===== config.mk =====
export PLATFORM = sky130hd
export DESIGN_NAME = lifting_mac_flat
export DESIGN_NICKNAME = d
export VERILOG_FILES = /design/src/rtl/dwt_pkg.sv /design/src/rtl/lifting_mac_if.sv /design/src/rtl/q_mult.sv /design/src/rtl/lifting_mac.sv /design/src/flat_wrapper.sv
export SDC_FILE = /design/constraint.sdc
export NUM_CORES = 2
export LEC_CHECK = 0
export ABC_AREA = 1
export CAP_MARGIN = 20
export CORE_UTILIZATION = 65
export DETAILED_ROUTE_END_ITERATION = 8
export GPL_ROUTABILITY_DRIVEN = 0
export PLACE_DENSITY = 0.95
export SYNTH_ARGS = -nofsm -noshare
export SYNTH_HDL_FRONTEND = slang
export SYNTH_SLANG_ARGS = --single-unit

===== constraint.sdc =====
create_clock -name clk -period 1.5 [get_ports clk]
set_input_delay 0.225 -clock clk [delete_from_list [all_inputs] [get_ports clk]]
set_output_delay 0.225 -clock clk [all_outputs]
set_load 0.005 [all_outputs]

===== src/rtl/dwt_pkg.sv =====
// Shared definitions for the DAUB-4 lifting DWT datapath:
// default Q16.16 format and the lifting/scaling coefficients.
package dwt_pkg;

    localparam int DWT_WIDTH = 32;
    localparam int DWT_FRAC  = 16;

    typedef logic signed [DWT_WIDTH-1:0] q_t;

    localparam q_t ALPHA  = 32'hFFFE4498;
    localparam q_t BETA   = 32'h00006EDA;
    localparam q_t GAMMA  = 32'hFFFFEEDA;
    localparam q_t LAMBDA = 32'h00010000;
    localparam q_t OMEGA  = 32'h0001EE8E;
    localparam q_t NABLA  = 32'h00008484;

endpackage


===== src/rtl/lifting_mac_if.sv =====
// Sample/coefficient bundle of one lifting step: three samples and a
// coefficient in, the updated sample out.
interface lifting_mac_if
    import dwt_pkg::*;
#(
    parameter int WIDTH = DWT_WIDTH
);

    logic [WIDTH-1:0] in0;
    logic [WIDTH-1:0] in1;
    logic [WIDTH-1:0] in3;
    logic [WIDTH-1:0] cons;
    logic [WIDTH-1:0] d;

    modport master (output in0, output in1, output in3, output cons, input d);
    modport slave  (input in0, input in1, input in3, input cons, output d);

endinterface


===== src/rtl/q_mult.sv =====
// Signed fixed-point multiplier: p = (a*b) >>> FRAC, floor truncation, result
// wrapped to WIDTH bits. Optionally registered (latency 1).
module q_mult
    import dwt_pkg::*;
#(
    parameter int WIDTH   = DWT_WIDTH,
    parameter int FRAC    = DWT_FRAC,
    parameter int OUT_REG = 1
) (
    input  logic             clk,
    input  logic             reset,
    input  logic [WIDTH-1:0] a,
    input  logic [WIDTH-1:0] b,
    output logic [WIDTH-1:0] p
);

    logic [2*WIDTH-1:0] full_s;
    logic [WIDTH-1:0]   prod_s;

    // Sign-extending both operands makes the low 2*WIDTH bits of the plain
    // product equal the signed product; dropping the low FRAC bits floors.
    assign full_s = {{WIDTH{a[WIDTH-1]}}, a} * {{WIDTH{b[WIDTH-1]}}, b};
    assign prod_s = WIDTH'(full_s >> FRAC);

    generate
        if (OUT_REG != 0) begin : g_reg
            logic [WIDTH-1:0] p_r;

            // Output register, cleared asynchronously.
            always_ff @(posedge clk or posedge reset) begin
                if (reset) begin
                    p_r <= {WIDTH{1'b0}};
                end else begin
                    p_r <= prod_s;
                end
            end

            assign p = p_r;
        end else begin : g_comb
            logic unused_s;
            assign unused_s = ^{clk, reset};
            assign p        = prod_s;
        end
    endgenerate

endmodule


===== src/rtl/lifting_mac.sv =====
// One lifting step: d = in3 + cons*(in0 + in1) in signed Q(WIDTH-FRAC).FRAC,
// all arithmetic wrapping; d registered (latency 1) or combinational.
module lifting_mac
    import dwt_pkg::*;
#(
    parameter int WIDTH   = DWT_WIDTH,
    parameter int FRAC    = DWT_FRAC,
    parameter int OUT_REG = 1
) (
    input  logic          clk,
    input  logic          reset,
    lifting_mac_if.slave  bus
);

    logic [WIDTH-1:0] sum_s;
    logic [WIDTH-1:0] prod_s;
    logic [WIDTH-1:0] res_s;

    assign sum_s = bus.in0 + bus.in1;

    q_mult #(
        .WIDTH   (WIDTH),
        .FRAC    (FRAC),
        .OUT_REG (0)
    ) u_mult (
        .clk   (clk),
        .reset (reset),
        .a     (sum_s),
        .b     (bus.cons),
        .p     (prod_s)
    );

    assign res_s = bus.in3 + prod_s;

    generate
        if (OUT_REG != 0) begin : g_reg
            logic [WIDTH-1:0] d_r;

            // Result register; reset discards any in-flight result.
            always_ff @(posedge clk or posedge reset) begin
                if (reset) begin
                    d_r <= {WIDTH{1'b0}};
                end else begin
                    d_r <= res_s;
                end
            end

            assign bus.d = d_r;
        end else begin : g_comb
            assign bus.d = res_s;
        end
    endgenerate

endmodule


===== src/flat_wrapper.sv =====
// flat-port wrapper written by rule: the top's interface ports become plain ports
module lifting_mac_flat import dwt_pkg::*;
#(
    parameter int WIDTH   = DWT_WIDTH,
    parameter int FRAC    = DWT_FRAC,
    parameter int OUT_REG = 1
)
  (clk, reset, bus_in0, bus_in1, bus_in3, bus_cons, bus_d);
  lifting_mac_if #(.WIDTH(WIDTH)) bus_i ();
  input  logic clk;
  input  logic reset;
  input wire logic [$bits(bus_i.in0)-1:0] bus_in0;
  input wire logic [$bits(bus_i.in1)-1:0] bus_in1;
  input wire logic [$bits(bus_i.in3)-1:0] bus_in3;
  input wire logic [$bits(bus_i.cons)-1:0] bus_cons;
  output wire logic [$bits(bus_i.d)-1:0] bus_d;
  assign bus_i.in0 = bus_in0;
  assign bus_i.in1 = bus_in1;
  assign bus_i.in3 = bus_in3;
  assign bus_i.cons = bus_cons;
  assign bus_d = bus_i.d;
  lifting_mac #(.WIDTH(WIDTH), .FRAC(FRAC), .OUT_REG(OUT_REG)) u_core (.clk(clk), .reset(reset), .bus(bus_i));
endmodule

==> results.md, run 1 <==
* Clk sinks at 32
* Dpl ws at -9.25 ns
* Synth cell types at 49
* Synthesized area at around 33000 um^2
* Total gr overflow at 2213
* Outcome: aborted with a tool error
* CTS buffer count at 5
* CTS Hold Buffers Added at 0
* Mapped Cells at 4114
* Detailed placement HPWL at 118 mm
* CTS Buffer Depth at 2
* Largest net degree at the start of global routing at 33
* Avg Synthesized Cell Area at 8.04 um^2
* Htree depth at 2
* Number of synthesized flops with an enable pin at 0
* First-pass GRT wire length at 343 mm
* Post-DP Area at 40600 um^2
* Yosys top cell by area: fa_1
* Main flop type after synthesis: dfrtp_1
* Die height at between 200 and 250 um
* Global-route usage over all layers at 0.929
* Vias in the first global route at 50000
* Error: [ERROR GRT-0116] Global routing finished with congestion. Check the congestion regions in the DRC Viewer.
* PortBufs at 161
* #FFs+latches synth at 32
* Yosys warns at 0
* Synth area leaders: fa_1 51%, inv_1 12%, ha_1 8.7%, nand2_1 8.0%, nor2_1 6.9%
* Root buf cell: clkbuf_16
* Post-synthesis net count at approximately 5300
* Halt Stage: 5_1_grt
* Seq/Total Area, Yosys at 0.0242
* I/O Pins at between 150 and 200
* Synth top area share at 0.508
* Chip width at 228 um
* Initial Util at 0.660
* Ys async rst share at 1.00
* Row cnt at 82
==> through the flow <==
step	hold slack [ns]	cells
3_3_place_gp	0.625	5434
3_5_place_dp	0.651	5434
4_1_cts	0.349	5511
2_1_floorplan	0.341	4114
==> metal layers <==
| layer | overflow | track usage |
|---|---|---|
| met1 | 126 | 0.853 |
| met2 | 1364 | 1.08 |
| met3 | 127 | 0.827 |
| met4 | 581 | 1.01 |
| met5 | 15 | 0.668 |
==> synth_stat cells (24+ instances only) <==
library cell,n
nor2_1,609
dfrtp_1,32
xnor2_1,29
fa_1,840
nand2_2,24
clkbuf_1,135
nand2_1,708
nand3_1,76
xor2_1,49
ha_1,229
a21oi_1,108
o21ai_0,40
inv_1,1062
==> kinds of logic after synthesis <==
group | share of synthesized area
buffers and inverters | 0.140
XOR/XNOR | 0.0221
AO/OA/AOI/OAI | 0.0384
flip-flops | 0.0242
adder cells (fa/ha/maj) | 0.595
AND/OR/NAND/NOR | 0.181
==> repair_timing <==
action / 4_1_cts
cloned: 4
setup buffers: 65
setup endpoints to repair: 32
pin swaps: 127
resized for setup: 387
==> inputs of run 2 (changes only) <==
Settings changed: CORE_UTILIZATION 65 to 40, PLACE_DENSITY 0.95 to unset, PLACE_DENSITY_LB_ADDON set to 0.15.
==> run 2 against run 1 <==
Net effect:
- the flow now finishes, with violations (setup timing)
- synthesized area stayed put
- synthesized cell count stayed put
==> results.md, run 2 <==
* Fmax at 108 MHz
* Most common cell after layout, fill and taps aside: inv_1
* Setup CP Type: input port to register
* Largest net degree at the start of global routing at 33
* Mapped Cells at slightly above 4000
* Clock transition at the registers of the reported paths at 0.06 ns
* Yosys warns at 0
* Final Hold Fails at 0
* Fill count at 7403
* P&R area growth vs syn at 43.3%
* Commonest cells after routing, fill and taps aside: 971 x inv_1, 794 x fa_1, 737 x buf_4
* Main flop type after synthesis: dfrtp_1
* CTS buffer count at 5
* Post-Route Utilization at 0.578
* Root buf cell: clkbuf_16
* Crit. End Element: register
* Htree depth at 2
* Global-route usage over all layers at 0.290
* CP dominant cell by count: buf_4
* Peak per-stage delay on the critical path at 0.26 ns
* I/O Pins at between 150 and 200
* Finished Layout Cells at 6126
* Chip width at 290 um
* Drt drc at 0
* Total gr overflow at 0
* Routed met3 length at 6.86 mm
* Total of max-cap violations at 0
* M1 WL at approximately 45 mm
* Top Metal Used: met4
* Slew Limit Fails at 0
* Nets at 6252
* Die height at 290 um
* Final critical-path required period at 9.22 ns
* Slew headroom at 0.655
* Die ar. at 83900 um^2
* Clk sinks at 32
* Slowest cell on the critical path: dlygate4sd2_1
* Initial Util at 0.404
* Placed Cells at 5909
* Final setup vio count at 32
* Core area at around 82000 um^2
* Max FO, Critical Path at 3
* Seq/Total Area, Yosys at 0.0242
* Detailed placement HPWL at 98.3 mm
* Number of synthesized flops with an enable pin at 0
* Most common cell in the netlist: inv_1
* Yosys top cell by area: fa_1
* Max reg flops at 32
* Synth top area share at 0.508
* Worst hold-check path type: input port to asynchronous set/reset pin
* Critical Path Start: bus_in0[21]
* Row cnt at 105
* Vias/cell at slightly below 5
* Synth area leaders: fa_1 51%, inv_1 12%, ha_1 8.7%, nand2_1 8.0%, nor2_1 6.9%
* Post-synthesis net count at 5313
* Ys async rst share at 1.00
* Tcrit/Tclk final at 6.15
* Post-DP Area at 42000 um^2
* Outcome: complete, but fails checks
* RSZ-0062 raised after global routing: true
* Via count at 30200
* Failing checks: setup timing
* Drt wl/cell at 19.2 um
* PortBufs at 161
* First-pass GRT wire length at 183 mm
* Initial antenna violation count at 4
* CTS Buffer Depth at 2
* Post-route cell area at 47400 um^2
* #FFs+latches synth at 32
* Initial DRT Pass Iterations at 8
* Synth cell types at 49
* Synthesized area at approximately 33000 um^2
* Avg Synthesized Cell Area at 8.04 um^2
* Critical path required time at 1.69 ns
* CTS tree: yes
* Share of cells above drive strength 1 at 0.339
* Vias in the first global route at 32900
* Critical Path Start Type: input port
* Most frequent cells after synthesis: 1062 x inv_1, 840 x fa_1, 708 x nand2_1
* WL met2 at 58.1 mm
* CP arrival at about 9.4 ns
* Drt total wl at 118 mm
* Detail Route Antenna Nets at 0
* Slew @ Worst Pin at 0.517 ns
* CTS Hold Buffers Added at 0
* Final setup margin at -7.72 ns
* Drt initial violations at 1695
run 2: cell counts after synthesis:
No cell type changed its count.
run 2: worst max-delay path, delay by kind of cell:
kind / cells / cell delay, ns
simple gates: 14 / 1.20
buf+inv: 61 / 7.63
fa+ha+maj: 1 / 0.26
compound gates: 1 / 0.06
run 2: kinds of logic after synthesis:
logic type      Yosys count  share of synthesized area
simple gates           1485                      0.181
buf+inv                1225                      0.140
fa+ha+maj              1069                      0.595
compound gates          223                     0.0384
xor+xnor                 80                     0.0221
flops                    32                     0.0242
run 2: timing repair:
action,4_1_cts,5_1_grt
pin swaps,337,261
gates cloned,1,0
endpoints found under the setup margin,32,32
setup buffers,179,50
gates resized for setup,786,343
run 2: final cells by class:
cell class,instances,area [um^2],area share
Antenna cell,2,5.00,0.000106
Tap cell,1070,1340,0.0282
Multi-Input combinational cell,2857,31400,0.662
Timing Repair inverter,1,6.26,0.000132
Clock inverter,3,18.8,0.000396
Timing Repair Buffer,1075,9560,0.202
Clock buffer,5,125,0.00264
Sequential cell,32,801,0.0169
Inverter,1081,4150,0.0876
run 2: metrics by stage:
step	worst slack [ns]	hold WS [ns]	setup TNS, ns
2_1_floorplan	-7.16	0.341	-206.28
3_3_place_gp	-8.55	0.585	-251.37
3_5_place_dp	-8.56	0.586	-253.93
4_1_cts	-7.52	0.279	-219.84
5_1_grt	-7.98	0.331	-230.96
6_report	-7.72	0.277	-221.67
run 2: final timing paths:
kind / end / slack, ns / cells past startpoint
setup / recovery: u_core.bus.d[31]$_DFF_PP0_ / -7.72 / 77
hold / removal: u_core.bus.d[4]$_DFF_PP0_ / 0.28 / 3
max in group asynchronous: u_core.bus.d[24]$_DFF_PP0_ / 1.03 / 3
min in group clk: u_core.bus.d[0]$_DFF_PP0_ / 0.65 / 2
run 2: metal layers:
metal / track usage / vias to the layer above
met3: 0.0352 / 277
met1: 0.356 / 15300
met2: 0.505 / 1008
met4: 0.145 / 0
met5: 0 / -
li1: - / 13700
Power of run 2 is not shown: default switching activity piles up to over one toggle a cycle in this logic, so the estimate is an artifact.
==> RTL edit, RTL diff (flow settings as in run 2) <==
Change the parameter `OUT_REG` from 0 to 1.
--- a/src/rtl/lifting_mac.sv
+++ b/src/rtl/lifting_mac.sv
@@ -21,7 +21,7 @@
     q_mult #(
         .WIDTH   (WIDTH),
         .FRAC    (FRAC),
-        .OUT_REG (0)
+        .OUT_REG (1)
     ) u_mult (
         .clk   (clk),
         .reset (reset),
Check against the original RTL: not equivalent (Yosys sat finds a counterexample within 4 cycles, from zero or initial values and one cycle with reset high).
==> RTL edit against run 2 <==
The flow still finishes with violations (negative setup slack). Non-clock buffer count fell by 64. Sequential cell count rose by 32. Sequential share of layout area rose by 1.7 points. Critical endpoint is now u_core.u_mult.p[31]. Count of clock-buffer cells in the layout rose by 5. Critical path type unchanged. Largest cell class unchanged. Worst setup slack improved by 1.4 ns. Fmax rose by 18%. Critical path depth fell by 37. Area after synthesis rose by 2.0%. Wire length rose by 3.0%. Final area rose by 0.72%.
Power is left out: the tool's default activity adds up to more than one toggle a clock period on the data nets, which glitch-free logic cannot reach.
==> RTL edit: results (changes against run 2) <==
The share of cells above drive strength 1 is 0.3208 (was 0.3385), and the number of buffers added by the clock tree synthesis step is 9 (was 5). The source-to-sink clock delay at the later pin of the worst-skew pair came out at 0.36 ns. Failing checks: negative setup slack (unchanged). The number of instances in the placed design was 5945 (was 5909); the post-synth net total was 5339 (was 5313). Top cells by count, synth: 1043 x sky130_fd_sc_hd__inv_1, 840 x sky130_fd_sc_hd__fa_1, 735 x sky130_fd_sc_hd__nand2_1 (was 1062 x sky130_fd_sc_hd__inv_1, 840 x sky130_fd_sc_hd__fa_1, 708 x sky130_fd_sc_hd__nand2_1). The via density per instance works out to 4.922 (was 4.934). Proportion of synthesized chip area in sequential cells: 0.04746 (was 0.02420). The XOR/XNOR share of the synthesized area was 0.02076 (was 0.02208); the share of synthesized flip-flops with an asynchronous set or reset was 1.000 (unchanged). The total setup violations reported at the end of the flow is 58 (was 32).

Across all register-to-register paths, the minimum setup slack is -1.06 ns. The tools report the number of setup buffers added after CTS as 101 (was 179). The number of unique standard cell types used by synthesis was 45 (was 49); the antenna diode count was 0 (was 2). Class of the tightest hold or removal check: input pin to flop (was input pin to asynchronous set/reset pin).

The logs give 6117 (was 6126) for the number of standard cells in the final layout excluding fillers and 2101 (was 1695) for the number of violations reported at the end of detailed-routing iteration 0. The final setup slack of the worst path was -6.281 ns (was -7.720 ns). Biggest area contributors in the synthesized netlist: sky130_fd_sc_hd__fa_1 50%, sky130_fd_sc_hd__inv_1 12%, sky130_fd_sc_hd__ha_1 8.3%, sky130_fd_sc_hd__nand2_1 8.2%, sky130_fd_sc_hd__nor2_1 6.8% (was sky130_fd_sc_hd__fa_1 51%, sky130_fd_sc_hd__inv_1 12%, sky130_fd_sc_hd__ha_1 8.7%, sky130_fd_sc_hd__nand2_1 8.0%, sky130_fd_sc_hd__nor2_1 6.9%). The number of antenna violations at the first check in global routing came out at 0 (was 4). The post-synthesis instance total came out at 4144 (was 4114). The compound-cell area share of the yosys netlist was 0.03875 (was 0.03842); the largest net degree at the start of global routing was 65 (was 33).

The final layout net count was 6227 (was 6252). The peak fanout along the critical path is 6 (was 3), and the worst max-slew margin expressed relative to the limit is 0.6867 (was 0.6549). The global-route wire length before repair was 187000 um (was 183400 um); the worst setup timing slack at the placement stage was -7.598 ns (was -8.564 ns). The final routed wire length divided by cell count is 19.80 um (was 19.20 um). The run gives 8.04 ns (was 9.41 ns) as the data arrival time of the worst path. The flow ran to the end, but the final reports show violations. The total global routing track utilization was 0.2915 (was 0.2904); the number of cells upsized or downsized after cts was 681 (was 786). The delay of the slowest cell on the worst path is 0.57 ns (was 0.26 ns), and the filler cell count in the final layout is 7579 (was 7403).

The post-DP HPWL was 103300 um (was 98270 um); the adder and majority cell fraction of the synthesized area was 0.5818 (was 0.5948). The critical path's slowest cell was sky130_fd_sc_hd__fa_1 (was sky130_fd_sc_hd__dlygate4sd2_1).
RTL edit: critical path: cells and delay by family:
kind                       cells  cell delay [ns]
AOI/OAI and AO/OA              4             0.74
buffers and inverters         10             0.69
and+or+nand+nor               16             1.62
adders and majority gates     10             4.76
RTL edit: cell type report:
cell class	instances	share of cell area
well taps	1080	0.02829
clock inverters	6	0.002410
repair buffers	1011	0.1924
flip-flops and latches	64	0.03353
multi-input cells	2874	0.6511
repair inverters	2	0.0003144
inverters	1070	0.08695
clock buffers	10	0.005004
RTL edit: metal layers:
| metal | wire [um] | up-vias | global-route usage |
|---|---|---|---|
| li1 | - | 13710 | - |
| met1 | 48990 | 15124 | 0.3758 |
| met2 | 58240 | 1031 | 0.4929 |
| met3 | 7771 | 243 | 0.03756 |
| met4 | 6087 | 0 | 0.1236 |
| met5 | 0 | - | 0 |
RTL edit: final timing paths:
kind | startpoint | endpoint | cells after the start
max | bus_in1[16] | u_core.u_mult.p[31] | 40
min reg2reg | u_core.u_mult.p[0] | u_core.bus.d[0] | 1
min | bus_in3[0] | u_core.bus.d[0] | 2
min in group asynchronous | reset | u_core.bus.d[18] | 3
max reg2reg | u_core.u_mult.p[0] | u_core.bus.d[26] | 20
max in group asynchronous | reset | u_core.bus.d[4] | 3
RTL edit: metrics by stage:
stage	hold WS (ns)	area, sq um	TNS (ns)
CTS	0.2439	46140	-203.40
detailed placement	0.4603	43070	-248.15
global route	0.2498	47760	-217.77
floorplan	0.3563	34880	-185.75
finish	0.2570	47760	-206.27
global placement	0.4466	43070	-246.48
RTL edit: logic make-up after synthesis:
| logic type | Yosys count |
|---|---|
| xor gates and xnor gates | 80 |
| AOI/OAI and AO/OA | 235 |
| buffers and inverters | 1206 |
| DFF | 64 |
| adders and majority gates | 1065 |
| and+or+nand+nor | 1494 |
